===== src/rtl/external_memory_arbiter_pkg.sv =====
//------------------------------------------------------------------------------
// Module   : MemoryModesPackage
// Brief    : Shared memory access modes and external arbiter state encoding.
// Revision : 1.0 - initial release
//------------------------------------------------------------------------------
`default_nettype none

package MemoryModesPackage;

   typedef enum logic [2:0] {
      ReadWriteMode_NONE = 3'd0,
      ReadWriteMode_BYTE = 3'd1,
      ReadWriteMode_HALF = 3'd2,
      ReadWriteMode_WORD = 3'd3
   } ReadWriteModes;

   typedef enum logic [2:0] {
      ExtArb_IDLE    = 3'd0,
      ExtArb_SETTLE  = 3'd1,
      ExtArb_ACCESS  = 3'd2,
      ExtArb_DONE    = 3'd3,
      ExtArb_RELEASE = 3'd4,
      ExtArb_LOCKED  = 3'd5
   } ExtArbState;

   localparam int c_COUNT_WIDTH = 4;

   // Index width for a requester vector; a single requester still needs one bit.
   function automatic int ptr_width(input int n);
      return (n > 1) ? $clog2(n) : 1;
   endfunction

endpackage

`default_nettype wire


===== src/rtl/external_memory_arbiter_picker.sv =====
//------------------------------------------------------------------------------
// Module   : round_robin_picker
// Brief    : Combinational round-robin search: first set request at or after
//            the pointer, wrapping, as a one-hot winner plus a valid flag.
// Revision : 1.0 - initial release
//------------------------------------------------------------------------------
`default_nettype none

module round_robin_picker #(
   parameter int NUM_MASTERS = 2,
   parameter int PTR_WIDTH   = 1
) (
   input  logic [NUM_MASTERS-1:0] req,
   input  logic [PTR_WIDTH-1:0]   pointer,
   output logic [NUM_MASTERS-1:0] winner,
   output logic                   valid
);

   logic [PTR_WIDTH-1:0] w_idx;

   always_comb begin
      winner = '0;
      valid  = 1'b0;
      w_idx  = '0;
      for (int i = 0; i < NUM_MASTERS; i++) begin
         w_idx = PTR_WIDTH'((int'(pointer) + i) % NUM_MASTERS);
         if (!valid && req[w_idx]) begin
            winner[w_idx] = 1'b1;
            valid         = 1'b1;
         end
      end
   end

endmodule

`default_nettype wire


===== src/rtl/external_memory_arbiter.sv =====
//------------------------------------------------------------------------------
// Module   : external_memory_arbiter
// Brief    : Round-robin arbiter of external agents onto the processor's
//            external memory port, pausing the processor around each access.
//            Optional grant locking is enabled by defining EXT_MEM_ARB_LOCK_EN.
// Revision : 1.0 - initial release
//------------------------------------------------------------------------------
`default_nettype none

module external_memory_arbiter
   import MemoryModesPackage::*;
#(
   parameter int NUM_MASTERS  = 2,
   parameter int ADDR_WIDTH   = 32,
   parameter int DATA_WIDTH   = 32,
   parameter int PAUSE_SETTLE = 2,
   parameter int MEM_LATENCY  = 1
) (
   input  logic                             clk,
   input  logic                             rst,
   input  logic [NUM_MASTERS-1:0]           req,
   input  logic [NUM_MASTERS-1:0]           write,
   input  logic [3*NUM_MASTERS-1:0]         mode,
   input  logic [NUM_MASTERS-1:0]           lock,
   input  logic [ADDR_WIDTH*NUM_MASTERS-1:0] addr,
   input  logic [DATA_WIDTH*NUM_MASTERS-1:0] wdata,
   output logic [NUM_MASTERS-1:0]           gnt,
   output logic [NUM_MASTERS-1:0]           done,
   output logic [DATA_WIDTH-1:0]            rdata,
   output logic                             pause,
   output logic                             ext_control,
   output logic [ADDR_WIDTH-1:0]            ext_address,
   output logic [DATA_WIDTH-1:0]            ext_data,
   output logic [2:0]                       ext_read_mode,
   output logic [2:0]                       ext_write_mode,
   input  logic [DATA_WIDTH-1:0]            ext_data_out
);

   localparam int c_PTR_W = ptr_width(NUM_MASTERS);
   localparam logic [c_COUNT_WIDTH-1:0] c_SETTLE_LOAD =
      c_COUNT_WIDTH'((PAUSE_SETTLE > 0) ? PAUSE_SETTLE - 1 : 0);
   localparam logic [c_COUNT_WIDTH-1:0] c_ACCESS_LOAD =
      c_COUNT_WIDTH'((MEM_LATENCY > 0) ? MEM_LATENCY - 1 : 0);

   ExtArbState                r_state, w_state_next;
   logic [NUM_MASTERS-1:0]    r_gnt, w_gnt_next;
   logic [NUM_MASTERS-1:0]    r_done, w_done_next;
   logic [c_PTR_W-1:0]        r_gnt_idx, w_gnt_idx_next;
   logic [c_PTR_W-1:0]        r_ptr, w_ptr_next;
   logic [c_COUNT_WIDTH-1:0]  r_count, w_count_next;
   logic [DATA_WIDTH-1:0]     r_rdata, w_rdata_next;
   logic                      r_pause, w_pause_next;
   logic                      r_ext_control, w_ext_control_next;
   logic [ADDR_WIDTH-1:0]     r_ext_address, w_ext_address_next;
   logic [DATA_WIDTH-1:0]     r_ext_data, w_ext_data_next;
   logic [2:0]                r_read_mode, w_read_mode_next;
   logic [2:0]                r_write_mode, w_write_mode_next;
   logic                      w_enter_access;

   logic [NUM_MASTERS-1:0]    w_pick_req, w_win;
   logic                      w_win_valid;
   logic [c_PTR_W-1:0]        w_win_idx, w_target_idx;
   logic [ADDR_WIDTH-1:0]     w_sel_addr;
   logic [DATA_WIDTH-1:0]     w_sel_wdata;
   logic [2:0]                w_sel_mode;
   logic                      w_sel_write;

`ifdef EXT_MEM_ARB_LOCK_EN
   logic                      r_lock_first, w_lock_first_next;
`else
   logic                      w_unused_lock;
   assign w_unused_lock = ^lock;
`endif

   // The master just served may still hold req during RELEASE; hide it there.
   assign w_pick_req = req & ~((r_state == ExtArb_RELEASE) ? r_gnt : '0);

   round_robin_picker #(
      .NUM_MASTERS (NUM_MASTERS),
      .PTR_WIDTH   (c_PTR_W)
   ) u_picker (
      .req     (w_pick_req),
      .pointer (r_ptr),
      .winner  (w_win),
      .valid   (w_win_valid)
   );

   always_comb begin
      w_win_idx = '0;
      for (int i = 0; i < NUM_MASTERS; i++) begin
         if (w_win[i]) w_win_idx = c_PTR_W'(i);
      end
   end

   // Master whose request fields feed the next access (fresh winner or current grantee).
   assign w_target_idx = ((r_state == ExtArb_IDLE) || (r_state == ExtArb_RELEASE)) ?
                         w_win_idx : r_gnt_idx;

   always_comb begin
      w_sel_addr  = '0;
      w_sel_wdata = '0;
      w_sel_mode  = '0;
      w_sel_write = 1'b0;
      for (int i = 0; i < NUM_MASTERS; i++) begin
         if (w_target_idx == c_PTR_W'(i)) begin
            w_sel_addr  = addr[i*ADDR_WIDTH +: ADDR_WIDTH];
            w_sel_wdata = wdata[i*DATA_WIDTH +: DATA_WIDTH];
            w_sel_mode  = mode[i*3 +: 3];
            w_sel_write = write[i];
         end
      end
   end

   always_comb begin
      w_state_next       = r_state;
      w_gnt_next         = r_gnt;
      w_gnt_idx_next     = r_gnt_idx;
      w_ptr_next         = r_ptr;
      w_count_next       = r_count;
      w_done_next        = '0;
      w_rdata_next       = r_rdata;
      w_pause_next       = r_pause;
      w_ext_control_next = r_ext_control;
      w_ext_address_next = r_ext_address;
      w_ext_data_next    = r_ext_data;
      w_read_mode_next   = r_read_mode;
      w_write_mode_next  = r_write_mode;
      w_enter_access     = 1'b0;
`ifdef EXT_MEM_ARB_LOCK_EN
      w_lock_first_next  = 1'b0;
`endif

      case (r_state)
         ExtArb_IDLE: begin
            if (w_win_valid) begin
               w_gnt_next     = w_win;
               w_gnt_idx_next = w_win_idx;
               w_pause_next   = 1'b1;
               if (PAUSE_SETTLE == 0) begin
                  w_enter_access = 1'b1;
               end else begin
                  w_state_next = ExtArb_SETTLE;
                  w_count_next = c_SETTLE_LOAD;
               end
            end
         end
         ExtArb_SETTLE: begin
            if (r_count == '0) w_enter_access = 1'b1;
            else               w_count_next   = r_count - 1'b1;
         end
         ExtArb_ACCESS: begin
            if (r_count == '0) begin
               w_state_next       = ExtArb_DONE;
               w_done_next        = r_gnt;
               w_ext_control_next = 1'b0;
               w_read_mode_next   = ReadWriteMode_NONE;
               w_write_mode_next  = ReadWriteMode_NONE;
               w_ptr_next         = (r_gnt_idx == c_PTR_W'(NUM_MASTERS - 1)) ?
                                    '0 : r_gnt_idx + 1'b1;
               if (!w_sel_write) w_rdata_next = ext_data_out;
            end else begin
               w_count_next = r_count - 1'b1;
            end
         end
         ExtArb_DONE: begin
`ifdef EXT_MEM_ARB_LOCK_EN
            if (lock[r_gnt_idx]) begin
               w_state_next      = ExtArb_LOCKED;
               w_lock_first_next = 1'b1;
            end else begin
               w_state_next = ExtArb_RELEASE;
            end
`else
            w_state_next = ExtArb_RELEASE;
`endif
         end
         ExtArb_RELEASE: begin
            if (w_win_valid) begin
               w_gnt_next     = w_win;
               w_gnt_idx_next = w_win_idx;
               w_enter_access = 1'b1;
            end else begin
               w_state_next = ExtArb_IDLE;
               w_pause_next = 1'b0;
               w_gnt_next   = '0;
            end
         end
`ifdef EXT_MEM_ARB_LOCK_EN
         // First LOCKED cycle ignores the grantee's req, which may still be the old one.
         ExtArb_LOCKED: begin
            if (!r_lock_first) begin
               if (req[r_gnt_idx])        w_enter_access = 1'b1;
               else if (!lock[r_gnt_idx]) w_state_next   = ExtArb_RELEASE;
            end
         end
`endif
         default: begin
            w_state_next = ExtArb_IDLE;
         end
      endcase

      if (w_enter_access) begin
         w_state_next       = ExtArb_ACCESS;
         w_count_next       = c_ACCESS_LOAD;
         w_ext_control_next = 1'b1;
         w_ext_address_next = w_sel_addr;
         w_ext_data_next    = w_sel_wdata;
         if (w_sel_write) begin
            w_write_mode_next = w_sel_mode;
            w_read_mode_next  = ReadWriteMode_NONE;
         end else begin
            w_write_mode_next = ReadWriteMode_NONE;
            w_read_mode_next  = w_sel_mode;
         end
      end
   end

   always_ff @(posedge clk or posedge rst) begin
      if (rst) begin
         r_state       <= ExtArb_IDLE;
         r_gnt         <= '0;
         r_gnt_idx     <= '0;
         r_ptr         <= '0;
         r_count       <= '0;
         r_done        <= '0;
         r_rdata       <= '0;
         r_pause       <= 1'b0;
         r_ext_control <= 1'b0;
         r_ext_address <= '0;
         r_ext_data    <= '0;
         r_read_mode   <= ReadWriteMode_NONE;
         r_write_mode  <= ReadWriteMode_NONE;
      end else begin
         r_state       <= w_state_next;
         r_gnt         <= w_gnt_next;
         r_gnt_idx     <= w_gnt_idx_next;
         r_ptr         <= w_ptr_next;
         r_count       <= w_count_next;
         r_done        <= w_done_next;
         r_rdata       <= w_rdata_next;
         r_pause       <= w_pause_next;
         r_ext_control <= w_ext_control_next;
         r_ext_address <= w_ext_address_next;
         r_ext_data    <= w_ext_data_next;
         r_read_mode   <= w_read_mode_next;
         r_write_mode  <= w_write_mode_next;
      end
   end

`ifdef EXT_MEM_ARB_LOCK_EN
   always_ff @(posedge clk or posedge rst) begin
      if (rst) r_lock_first <= 1'b0;
      else     r_lock_first <= w_lock_first_next;
   end
`endif

   assign gnt            = r_gnt;
   assign done           = r_done;
   assign rdata          = r_rdata;
   assign pause          = r_pause;
   assign ext_control    = r_ext_control;
   assign ext_address    = r_ext_address;
   assign ext_data       = r_ext_data;
   assign ext_read_mode  = r_read_mode;
   assign ext_write_mode = r_write_mode;

endmodule

`default_nettype wire

===== config.mk =====
export PLATFORM = sky130hd
export DESIGN_NAME = external_memory_arbiter
export DESIGN_NICKNAME = d
export VERILOG_FILES = /design/src/rtl/external_memory_arbiter_pkg.sv /design/src/rtl/external_memory_arbiter_picker.sv /design/src/rtl/external_memory_arbiter.sv
export SDC_FILE = /design/constraint.sdc
export NUM_CORES = 1
export LEC_CHECK = 0
export CELL_PAD_IN_SITES_DETAIL_PLACEMENT = 1
export CELL_PAD_IN_SITES_GLOBAL_PLACEMENT = 1
export CORE_UTILIZATION = 31
export CTS_CLUSTER_DIAMETER = 50
export DETAILED_ROUTE_END_ITERATION = 10
export GPL_ROUTABILITY_DRIVEN = 0
export PLACE_DENSITY = 0.91
export RECOVER_POWER = 25
export SLEW_MARGIN = 20
export SYNTH_ARGS = -nofsm -noshare
export SYNTH_HDL_FRONTEND = slang
export SYNTH_HIERARCHICAL = 1
export SYNTH_SLANG_ARGS = --single-unit

===== constraint.sdc =====
create_clock -name clk -period 4.9 [get_ports clk]
set_clock_uncertainty 0.1 [all_clocks]
set_input_delay 0.735 -clock clk [delete_from_list [all_inputs] [get_ports clk]]
set_output_delay 0.735 -clock clk [all_outputs]
set_load 0.05 [all_outputs]

==> impl_metrics.tcl <==
set metrics [dict create \
    synth_warnings 6 \
    outcome "finished with violations" \
    antenna_left 0 \
    drc_errors 0 \
    setup_viol 0 \
    ys_top_cells_by_count "mux2_2, dfrtp_1, mux2_4" \
    netlist_top_cells_area "dfrtp_1, mux2_2, mux2_4" \
    dp.cells 884 \
    violations "max-capacitance violations, max-slew violations" \
    core_um2 17500 \
    die_y_um 137 \
    yosys_most_used_dff "dfrtp_1" \
    slowest_stage "clkbuf_1" \
    die_w_um 137 \
    fin_area_um2 9220 \
    rows 48 \
    clk_pin_slew_ns 0.05 \
    ff2ff_path_depth 8 \
    synth_edf_count 0 \
    wire_per_inst_um 19.0 \
    cp_num_buf_inv 3 \
    synth_area_um2 5610 \
    hold_violations 0 \
    p_leak_uw 0.00388 \
    r2r_end "ext_data[25]" \
    ctsResizeCount 0 \
    ys_seq_area_share_pct 52.2 \
    insertion_delay_ns 0.40 \
    min_path_type "reg2reg" \
    io_buffer_count 279 \
    synth.most_common_cell "mux2_2" \
    hold_start "ext_address[22]" \
    final.setup.tns_ns 0 \
    max_freq_ghz 0.276 \
    slew_headroom_pct -29.1 \
    drv_cap 2 \
    drive_gt1_share_pct 29.4 \
    r2r_slack_ns 1.47 \
    num_vias 4359 \
    die_area_um2 18600 \
    r2r_start "r_state[1]" \
    ctsHoldBuffers 0 \
    required_ns 4.99 \
    area_growth_pct 64.3 \
    grt_start_max_net_pins 55 \
    synth_nets 572 \
    synthCells 396 \
    crit_chain "dlygate4sd3_1 -> clkinvlp_2 -> clkbuf_1" \
    clockBufferDepth 2 \
    track_usage_pct 18.8 \
    cp.arrival_ns 3.72 \
    period_share_pct 74.1 \
    critical_path.top_delay_family "buffers and inverters" \
    antenna_found_initial 1 \
    grt_overflow_total 0 \
    wl_um 17400 \
    whs_endpoint "ext_address[22]" \
    drt_iter0_drc 95 \
    cts_setup_buffers 0 \
    drt-pass1-iter-count 4 \
    hold-path-cell-count 1 \
    cp.depth 3 \
    synth-seq-cells 117 \
    grt_pass1_vias 4840 \
    clock_sink_count 117 \
    criticalPathCategory "in2async" \
    worstSetupStartpointType "input port" \
    rsz0062_at_grt "false" \
    cp_max_fo 44 \
    htree_num_levels 4 \
    grt_pass1_wl_um 26400 \
    slew_viol_final 77 \
    initial_core_util_pct 32.1 \
    async_flop_share_pct 100 \
    routed_via_density 4.76 \
    vdd_ir_drop_max_uv 458 \
    dp_hpwl_um 13300 \
    synth.top_cell.area_share_pct 52.2 \
    nNetsFinal 854 \
    cts_buffers 17 \
    yosysTopAreaCell "dfrtp_1" \
    tritoncts "done" \
    period_minus_slack_ns 3.63 \
    dpl-instance-area_um2 8620 \
    tightest_slew_ns 1.93 \
    p_per_area_nw_per_um2 775 \
    p_total_uw 7150 \
    critPathCaptureType "async pin" \
    finalNonFillerCells 916 \
    root_buffer "clkbuf_16" \
    io_pins 282 \
    synthDistinctLibCells 40 \
    critical-path-max-stage-delay_ns 1.31 \
    syn_area_per_cell_um2 14.2 \
]
==> registers in the layout, indices dropped and copies added, names as in the netlist, 3 cells and up <==
| name | cells |
|---|---|
| ext_read_mode | 3 |
| rdata | 32 |
| r_count | 4 |
| ext_write_mode | 3 |
| ext_address | 32 |
| ext_data | 32 |
| r_state | 3 |
==> metrics by stage <==
step	setup WS, ns	hold WS [ns]	util (%)
after floorplan	0.964	0.351	-
after CTS	1.49	0.408	52.8
after detailed placement	1.13	0.395	49.3
final	1.27	0.404	52.8
after global routing	0.667	0.412	52.8
after global placement	1.26	0.373	49.3
==> power by group <==
group	internal, uW	switching (uW)	total, uW
Combinational	1710	2390	4100
Sequential	1440	304	1740
Clock	873	431	1300
Total	4020	3130	7150
==> worst max path at each step <==
stage / startpoint / endpoint / slack, ns
finish: rst / rdata[9] / 1.27
CTS: r_state[1] / ext_data[25] / 1.49
global placement: req[1] / rdata[25] / 1.26
floorplan: rst / done[0] / 0.96
global route: rst / rdata[9] / 0.67
detailed placement: req[0] / ext_data[23] / 1.13
==> kinds of logic after synthesis <==
family	after synthesis	share of synthesized area [%]
buffers and inverters	30	2.74
AO/OA/AOI/OAI	26	3.34
adder cells (fa/ha/maj)	2	0.446
multiplexers	173	36.5
AND/OR/NAND/NOR	48	4.79
flip-flops	117	52.2
==> worst reg2reg max path, cell delays in order (launching register included) <==
cell and delay [ns]:
dfrtp_1 0.55, nor2_1 0.35, a31oi_1 0.17, a21boi_1 0.19
or3b_1 0.20, and2_4 0.59, buf_4 0.49, mux2_2 0.39
mux2_2 0.28
==> layout make-up <==
class                   instances  area, um2
fillers                      1745       8250
diodes                          1       2.50
well taps                     225        282
inverters                       9       35.0
repair buffers                284       2820
multi-input cells             249       2540
clock inverters                 9        151
clock buffers                  22        464
flip-flops and latches        117       2930
==> cells in the final DEF, fill, tap and decap left out, drive strengths merged, types with 2 or more instances in the layout <==
cell and instances:
clkdlybuf4s50 278, mux2 164, dfrtp 117, clkbuf 24
nand2 20, mux2i 9, inv 8, nor2b 6
o21ai 5, bufinv 4, nor3b 4, clkinv 4
nand3b 3, nor2 3, a31oi 3, buf 3
a21oi 3, a21boi 3, a21o 2, and3 2
a211oi 2, nand2b 2, a22o 2, o22ai 2
ha 2, or3b 2, clkinvlp 2, or2 2
==> metal layers <==
metal	global-route usage [%]	part of all wire [%]	vias to the layer above
met3	5.63	8.4	29
met5	0	0	-
met2	34.9	54	201
met4	6.91	1.9	0
met1	20.0	36	2152
li1	-	-	1977
Note: power is estimated with default switching activity, not from simulation.
